File: src/rtl/mpu6050_pkg.sv
// Shared definitions for the MPU6050 I2C target model: default address,
// register map names, FSM state encoding and the bus event bundle.
package mpu6050_pkg;

    localparam logic [6:0] DEV_ADDR_DEFAULT   = 7'h68;
    localparam logic [6:0] WHOAMI_REG_DEFAULT = 7'h75;

    localparam logic [6:0] ACCEL_XOUT_H = 7'h3B;
    localparam logic [6:0] PWR_MGMT_1   = 7'h6B;

    localparam logic [3:0] ST_IDLE     = 4'd0;
    localparam logic [3:0] ST_ADDR     = 4'd1;
    localparam logic [3:0] ST_ADDR_ACK = 4'd2;
    localparam logic [3:0] ST_PTR      = 4'd3;
    localparam logic [3:0] ST_PTR_ACK  = 4'd4;
    localparam logic [3:0] ST_WR_BYTE  = 4'd5;
    localparam logic [3:0] ST_WR_ACK   = 4'd6;
    localparam logic [3:0] ST_RD_BYTE  = 4'd7;
    localparam logic [3:0] ST_RD_ACK   = 4'd8;
    localparam logic [3:0] ST_WAIT     = 4'd9;

    typedef struct packed {
        logic start;
        logic stop;
        logic rise;
        logic fall;
        logic sda;
    } bus_evt_t;

    function automatic logic addr_match(input logic [7:0] rx, input logic [6:0] dev);
        return rx[7:1] == dev;
    endfunction

endpackage

File: src/rtl/i2c_bus_sync.sv
// Brings SCL/SDA into the MCLK domain and turns them into single-cycle
// START, STOP, SCL-rise and SCL-fall pulses plus the synchronised SDA level.
module i2c_bus_sync
    import mpu6050_pkg::*;
(
    input  logic     mclk,
    input  logic     reset,
    input  logic     scl,
    input  logic     sda,
    output bus_evt_t evt
);

    // Stage 0/1 form the synchroniser, stage 2 holds the previous level for edge detection
    logic [2:0] scl_sync;
    logic [2:0] sda_sync;

    // Shift both pins through three flops; reset to the idle-bus level so no false edge appears
    always_ff @(posedge mclk or negedge reset) begin
        if (!reset) begin
            scl_sync <= 3'b111;
            sda_sync <= 3'b111;
        end else begin
            scl_sync <= {scl_sync[1:0], scl};
            sda_sync <= {sda_sync[1:0], sda};
        end
    end

    // START/STOP need SCL high on both samples so a data change near an SCL edge is not mistaken for one
    always_comb begin
        evt.rise  = scl_sync[1] & ~scl_sync[2];
        evt.fall  = ~scl_sync[1] & scl_sync[2];
        evt.start = scl_sync[1] & scl_sync[2] & sda_sync[2] & ~sda_sync[1];
        evt.stop  = scl_sync[1] & scl_sync[2] & ~sda_sync[2] & sda_sync[1];
        evt.sda   = sda_sync[1];
    end

endmodule

File: src/rtl/mpu6050_i2c_target.sv
// MPU6050-style I2C target: address match and ACK, register pointer with
// auto-increment, byte writes into a local register file and burst reads
// out of it. SDA is driven open-drain via sda_oe; SCL is never stretched.
module mpu6050_i2c_target
    import mpu6050_pkg::*;
#(
    parameter logic [6:0] DEV_ADDR   = DEV_ADDR_DEFAULT,
    parameter int         AW         = 7,
    parameter logic [6:0] WHOAMI_REG = WHOAMI_REG_DEFAULT
) (
    input  logic          mclk,
    input  logic          reset,
    input  logic          scl,
    input  logic          sda_in,
    output logic          sda_oe,
    input  logic          upd_en,
    input  logic [AW-1:0] upd_addr,
    input  logic [7:0]    upd_data,
    output logic          wr_stb,
    output logic [AW-1:0] wr_addr,
    output logic [7:0]    wr_data,
    output logic          busy
);

    localparam int            DEPTH      = 1 << AW;
    localparam logic [AW-1:0] WHOAMI_IDX = AW'(WHOAMI_REG);
    localparam logic [7:0]    WHOAMI_VAL = 8'(DEV_ADDR);

    bus_evt_t      evt;
    logic [3:0]    state;
    logic [3:0]    bit_cnt;
    logic [7:0]    shift;
    logic [7:0]    rd_shift;
    logic [AW-1:0] ptr;
    logic          rw;
    logic          master_ack;
    logic [7:0]    regfile [DEPTH];

    logic [7:0]    rx_byte;
    logic [7:0]    rd_val;
    logic          bus_we;

    i2c_bus_sync u_sync (
        .mclk  (mclk),
        .reset (reset),
        .scl   (scl),
        .sda   (sda_in),
        .evt   (evt)
    );

    // Byte being completed on this rise, the byte a read would present, and the bus write strobe
    always_comb begin
        rx_byte = {shift[6:0], evt.sda};
        rd_val  = (ptr == WHOAMI_IDX) ? WHOAMI_VAL : regfile[ptr];
        bus_we  = (state == ST_WR_BYTE) && evt.rise && (bit_cnt == 4'd7);
    end

    // Register file: local updates first, then the bus write so it wins on an address collision
    always_ff @(posedge mclk or negedge reset) begin
        if (!reset) begin
            for (int i = 0; i < DEPTH; i++) begin
                regfile[i] <= 8'h00;
            end
        end else begin
            if (upd_en && (upd_addr != WHOAMI_IDX)) begin
                regfile[upd_addr] <= upd_data;
            end
            if (bus_we && (ptr != WHOAMI_IDX)) begin
                regfile[ptr] <= rx_byte;
            end
        end
    end

    // Protocol FSM: bits are counted on SCL rises, state changes and SDA drive happen on SCL falls
    always_ff @(posedge mclk or negedge reset) begin
        if (!reset) begin
            state      <= ST_IDLE;
            bit_cnt    <= 4'd0;
            shift      <= 8'h00;
            rd_shift   <= 8'h00;
            ptr        <= '0;
            rw         <= 1'b0;
            master_ack <= 1'b0;
            sda_oe     <= 1'b0;
            wr_stb     <= 1'b0;
            wr_addr    <= '0;
            wr_data    <= 8'h00;
            busy       <= 1'b0;
        end else begin
            wr_stb <= 1'b0;
            if (evt.stop) begin
                state   <= ST_IDLE;
                bit_cnt <= 4'd0;
                sda_oe  <= 1'b0;
                busy    <= 1'b0;
            end else if (evt.start) begin
                state   <= ST_ADDR;
                bit_cnt <= 4'd0;
                sda_oe  <= 1'b0;
            end else begin
                if (evt.rise) begin
                    bit_cnt <= bit_cnt + 4'd1;
                    shift   <= rx_byte;
                    if (state == ST_RD_ACK) begin
                        master_ack <= ~evt.sda;
                    end
                    if (bus_we) begin
                        wr_stb  <= 1'b1;
                        wr_addr <= ptr;
                        wr_data <= rx_byte;
                        ptr     <= ptr + 1'b1;
                    end
                end
                if (evt.fall) begin
                    case (state)
                        ST_ADDR: begin
                            if (bit_cnt == 4'd8) begin
                                bit_cnt <= 4'd0;
                                if (addr_match(shift, DEV_ADDR)) begin
                                    state  <= ST_ADDR_ACK;
                                    rw     <= shift[0];
                                    sda_oe <= 1'b1;
                                    busy   <= 1'b1;
                                end else begin
                                    state <= ST_IDLE;
                                    busy  <= 1'b0;
                                end
                            end
                        end
                        ST_ADDR_ACK: begin
                            if (bit_cnt == 4'd1) begin
                                bit_cnt <= 4'd0;
                                if (rw) begin
                                    state    <= ST_RD_BYTE;
                                    rd_shift <= rd_val;
                                    sda_oe   <= ~rd_val[7];
                                    ptr      <= ptr + 1'b1;
                                end else begin
                                    state  <= ST_PTR;
                                    sda_oe <= 1'b0;
                                end
                            end
                        end
                        ST_PTR: begin
                            if (bit_cnt == 4'd8) begin
                                bit_cnt <= 4'd0;
                                ptr     <= shift[AW-1:0];
                                sda_oe  <= 1'b1;
                                state   <= ST_PTR_ACK;
                            end
                        end
                        ST_PTR_ACK, ST_WR_ACK: begin
                            if (bit_cnt == 4'd1) begin
                                bit_cnt <= 4'd0;
                                sda_oe  <= 1'b0;
                                state   <= ST_WR_BYTE;
                            end
                        end
                        ST_WR_BYTE: begin
                            if (bit_cnt == 4'd8) begin
                                bit_cnt <= 4'd0;
                                sda_oe  <= 1'b1;
                                state   <= ST_WR_ACK;
                            end
                        end
                        ST_RD_BYTE: begin
                            if (bit_cnt == 4'd8) begin
                                bit_cnt <= 4'd0;
                                sda_oe  <= 1'b0;
                                state   <= ST_RD_ACK;
                            end else begin
                                rd_shift <= {rd_shift[6:0], 1'b0};
                                sda_oe   <= ~rd_shift[6];
                            end
                        end
                        ST_RD_ACK: begin
                            if (bit_cnt == 4'd1) begin
                                bit_cnt <= 4'd0;
                                if (master_ack) begin
                                    state    <= ST_RD_BYTE;
                                    rd_shift <= rd_val;
                                    sda_oe   <= ~rd_val[7];
                                    ptr      <= ptr + 1'b1;
                                end else begin
                                    state  <= ST_WAIT;
                                    sda_oe <= 1'b0;
                                end
                            end
                        end
                        default: begin
                        end
                    endcase
                end
            end
        end
    end

endmodule

File: config.mk
export PLATFORM = sky130hd
export DESIGN_NAME = mpu6050_i2c_target
export DESIGN_NICKNAME = d
export VERILOG_FILES = /design/src/rtl/mpu6050_pkg.sv /design/src/rtl/i2c_bus_sync.sv /design/src/rtl/mpu6050_i2c_target.sv
export SDC_FILE = /design/constraint.sdc
export NUM_CORES = 2
export LEC_CHECK = 0
export ABC_AREA = 0
export CORE_UTILIZATION = 55
export CTS_CLUSTER_SIZE = 20
export DETAILED_ROUTE_END_ITERATION = 10
export PLACE_DENSITY = 0.75
export RECOVER_POWER = 25
export SLEW_MARGIN = 0
export SYNTH_ARGS = -nofsm -noshare
export SYNTH_HDL_FRONTEND = slang
export SYNTH_HIERARCHICAL = 1
export SYNTH_SLANG_ARGS = --single-unit
File: constraint.sdc
create_clock -name mclk -period 3.8 [get_ports mclk]
set_clock_uncertainty 0.1 [all_clocks]
set_input_delay 1.14 -clock mclk [delete_from_list [all_inputs] [get_ports mclk]]
set_output_delay 1.14 -clock mclk [all_outputs]
set_load 0.02 [all_outputs]
==> summary.txt <==
CTS
  – Clock Tree Root: clkbuf_16
  – CTS H-tree depth: 3
  – Clk sinks: between 1000 and 1500
  – Clk slew on worst S/H paths: ~70 ps
  – Clk Latency, worst-skew pair: roughly 720 ps
  – Hold-fix buffers at CTS: 0
  – Inserted Clock Buffers: about 110
  – Clock buffer depth: 3
  – TritonCTS clock tree: built

Route
  – Drt via density: 6.90
  – DR pass1 iterations: 10
  – Wire length on met3: 32600 um
  – Top layer in use: met5
  – M1 wire length: 82200 um
  – Post-route DRC violation count: 0
  – Routed WL: approximately 230000 um
  – Wire length on met2: between 90000 and 100000 um
  – Via count: between 50000 and 60000
  – Wirelength per Cell: 29.5 um
  – Post-route ant nets: 0
  – DRT iter0 DRCs: about 7700

Die
  – I/O pin count: 38
  – Row Count: 120
  – Die width: between 300 and 400 um
  – Starting Density: between 50% and 60%
  – CORE AREA: around 110000 um2
  – Die area: between 100000 and 150000 um2
  – Die height: approximately 330 um

Setup path
  – CP arrival: roughly 4400 ps
  – Worst-path fanout max: 26
  – Number of cells on the critical path: 8
  – WP buf/inv: 1
  – Reg2reg path depth: 8
  – Critical Path Max Stage Delay: around 900 ps
  – Most Frequent Cell on Critical Path: o21ai_0
  – Setup crit start: ptr[0]
  – Critical path data required time: 4290 ps
  – Worst setup EP type: register
  – Slowest cell on crit path: dfrtp_4
  – CP Launch Type: register
  – Worst path top cell family by delay: compound AO/OA/AOI/OAI gates
  – WS Path Type: reg2reg
  – Cell Chain, Critical Path: buf_4 -> and3b_1 -> a21oi_1 -> o21ai_0 -> o21ai_0 -> o211ai_1 -> a311oi_1 -> o21ai_0
  – R2R Path Start: ptr[0]

Logic synthesis
  – Multiplexer share of the synthesized area: a little under a quarter
  – Synth Area in XOR/XNOR: 0.0734%
  – Mean Syn Cell Area: 9.63 um2
  – Top-area cell type share of the netlist area: a little under half
  – Syn Nets: just over 6000
  – Post-synthesis adder-cell area fraction: less than 1%
  – Synth Cell Area: between 50000 and 60000 um2
  – Largest family of logic cells by synthesized area: multiplexers
  – Synth Flop Type: dfrtp_1
  – Number of flops mapped to enable cells by yosys: 0
  – Area contributors post-synth: dfrtp_1, mux2i_1, a21oi_1, nor2_1, mux4_2
  – Yosys warns: 6
  – Post-synthesis simple-gate area fraction: between 10% and 20%
  – Synthesized instance count: just over 6000
  – Largest area contributor in the netlist: dfrtp_1
  – Ys async rst share: between 90% and 100%
  – Synth cell types: between 90 and 100
  – Register area share after synthesis: between 40% and 50%
  – Post-synthesis compound-gate area fraction: between 10% and 20%
  – Post-synthesis register bit count: approximately 1100

Cells and area
  – Final core occ: about 62%
  – Share of layout cells above drive strength 1: between 10% and 20%
  – Cell Count, Final, Fillers Out: around 7700
  – Commonest non-fill, non-tap cell in the layout: nor2_1
  – Fillers: around 8700
  – Area delta synth->final: 11.7%
  – FF/Latch Area: ~27000 um2
  – Multi-input combinational cell area: 30100 um2
  – Most frequent cells in the layout: nor2_1, a21oi_1, dfrtp_1, mux2i_1, nand2_1
  – Final Cell Area: approximately 67000 um2
  – Final nets: between 6000 and 7000

Place
  – Placed insts: approximately 7400
  – RD Place Congestion: between 1 and 1.5
  – HPWL after DPL: 143000 um
  – Dpl cell area: approximately 63000 um2
  – IO Port Bufs: 37
  – Post-Place Worst Slack: -59.0 ps

STA
  – Fmax: around 260 MHz
  – Final worst-path cycle share: 102%
  – Final setup vio count: 1
  – Crit path setup slack, layout: -63.8 ps
  – Worst relative slew slack: -50.2%
  – Slew @ Worst Pin: 2250 ps
  – Final min period: 3860 ps
  – Final Hold Viols: 0
  – Final slew viol count: between 200 and 300
  – RSZ-0062 raised after global routing: no
  – Setup TNS: -63.8 ps

Pwr
  – Clock share of power: between 30% and 40%
  – Peak supply drop: 699 uV
  – Seq pwr share: between 30% and 40%
  – Int Power: between 20000 and 25000 uW
  – Sw frac: 37.7%
  – Pwr Density: 551 nW/um2
  – Comb pwr share: between 30% and 40%
  – Leak: about 0.027 uW
  – Sw power: between 10000 and 15000 uW

Outcome
  – Status: complete, but fails checks
  – Failing checks: capacitance limit, slew limit, setup timing

Global routing
  – Largest net degree at the start of global routing: around 130
  – Vias in the first global route: about 50000
  – Grt total ovfl: 0
  – Antenna violations before repair: 14
  – First-pass GRT wire length: between 300000 and 400000 um
  – Tot GR Track Use: between 40 and 50%

Job
  – Maxcap violations: 4

Hold path
  – Hold Path Class: in2async
==> final timing paths <==
check	to	slack, ps
max in group asynchronous	shift[5]	560
min in group mclk	u_sync/sda_sync[1]	260
setup reg to reg	rd_shift[2]	-60
hold reg to reg	u_sync/sda_sync[1]	260
hold / removal	regfile[722]	230
setup / recovery	rd_shift[2]	-60
==> cell usage after synthesis (13+ instances only) <==
master,number
nor2_1,1190
a21oi_1,1079
dfrtp_1,1074
mux2i_1,1008
clkbuf_1,354
nand2_1,337
a221oi_1,160
buf_2,144
mux2_2,112
a22oi_1,96
mux4_2,88
o21ai_0,62
buf_1,41
o22ai_1,32
nand3_1,27
nor3_1,23
buf_4,19
o221ai_1,19
nor2b_1,18
and3_1,16
nand4_1,16
nor2_2,16
a211oi_1,14
and2_1,14
buf_6,13
==> worst register-to-register path: stages, from the launching register on <==
cell and delay (ps):
dfrtp_4 890, buf_4 400, and3b_1 390, a21oi_1 380, o21ai_0 190, o21ai_0 680
o211ai_1 220, a311oi_1 370, o21ai_0 120
==> routing by layer <==
metal | vias to the layer above | GRT usage (%)
li1 | 22075 | -
met1 | 25609 | 52.9
met2 | 4117 | 57.6
met3 | 967 | 13.3
met4 | 14 | 24.6
met5 | - | 0.0868
==> layout make-up <==
type / count / area share, %
Clock buffer: 164 / 4.97
Sequential cell: 1080 / 40.6
Timing Repair Buffer: 415 / 5.70
Tap cell: 1403 / 2.63
Inverter: 14 / 0.0807
Clock inverter: 40 / 0.779
Multi-Input combinational cell: 4530 / 45.2
Antenna cell: 6 / 0.0225
==> power groups by stage <==
stage / Sequential [uW] / Combinational [uW] / Clock [uW]
floorplan: 13100 / 6280 / 0
global placement: 13700 / 10700 / 0
detailed placement: 13700 / 10800 / 0
CTS: 13500 / 10800 / 11700
global route: 13700 / 11500 / 12100
finish: 13600 / 11500 / 11700
==> state kept, by name (all words and copies together), names as in the netlist, 4 cells and up <==
register / cells
bit_cnt: 4
ptr: 7
rd_shift: 7
regfile: 1024
shift: 8
state: 4
wr_addr: 7
wr_data: 8
==> metrics by stage <==
step	power, uW	hold WS (ps)
5_1_grt	37300	242
6_report	36800	227
2_1_floorplan	19400	245
3_5_place_dp	24500	248
3_3_place_gp	24400	252
4_1_cts	36100	242
==> logic make-up after synthesis <==
group,count (synthesis)
AOI/OAI and AO/OA,1578
xor gates and xnor gates,5
adders and majority gates,5
buffers and inverters,587
DFF,1080
muxes,1219
and+or+nand+nor,1723
==> timing repair <==
item | 4_1_cts | 5_1_grt
gates resized for setup | 0 | 1
endpoints found under the setup margin | 0 | 1
buffers inserted | 0 | 0
(Power assumes the default switching activity.)
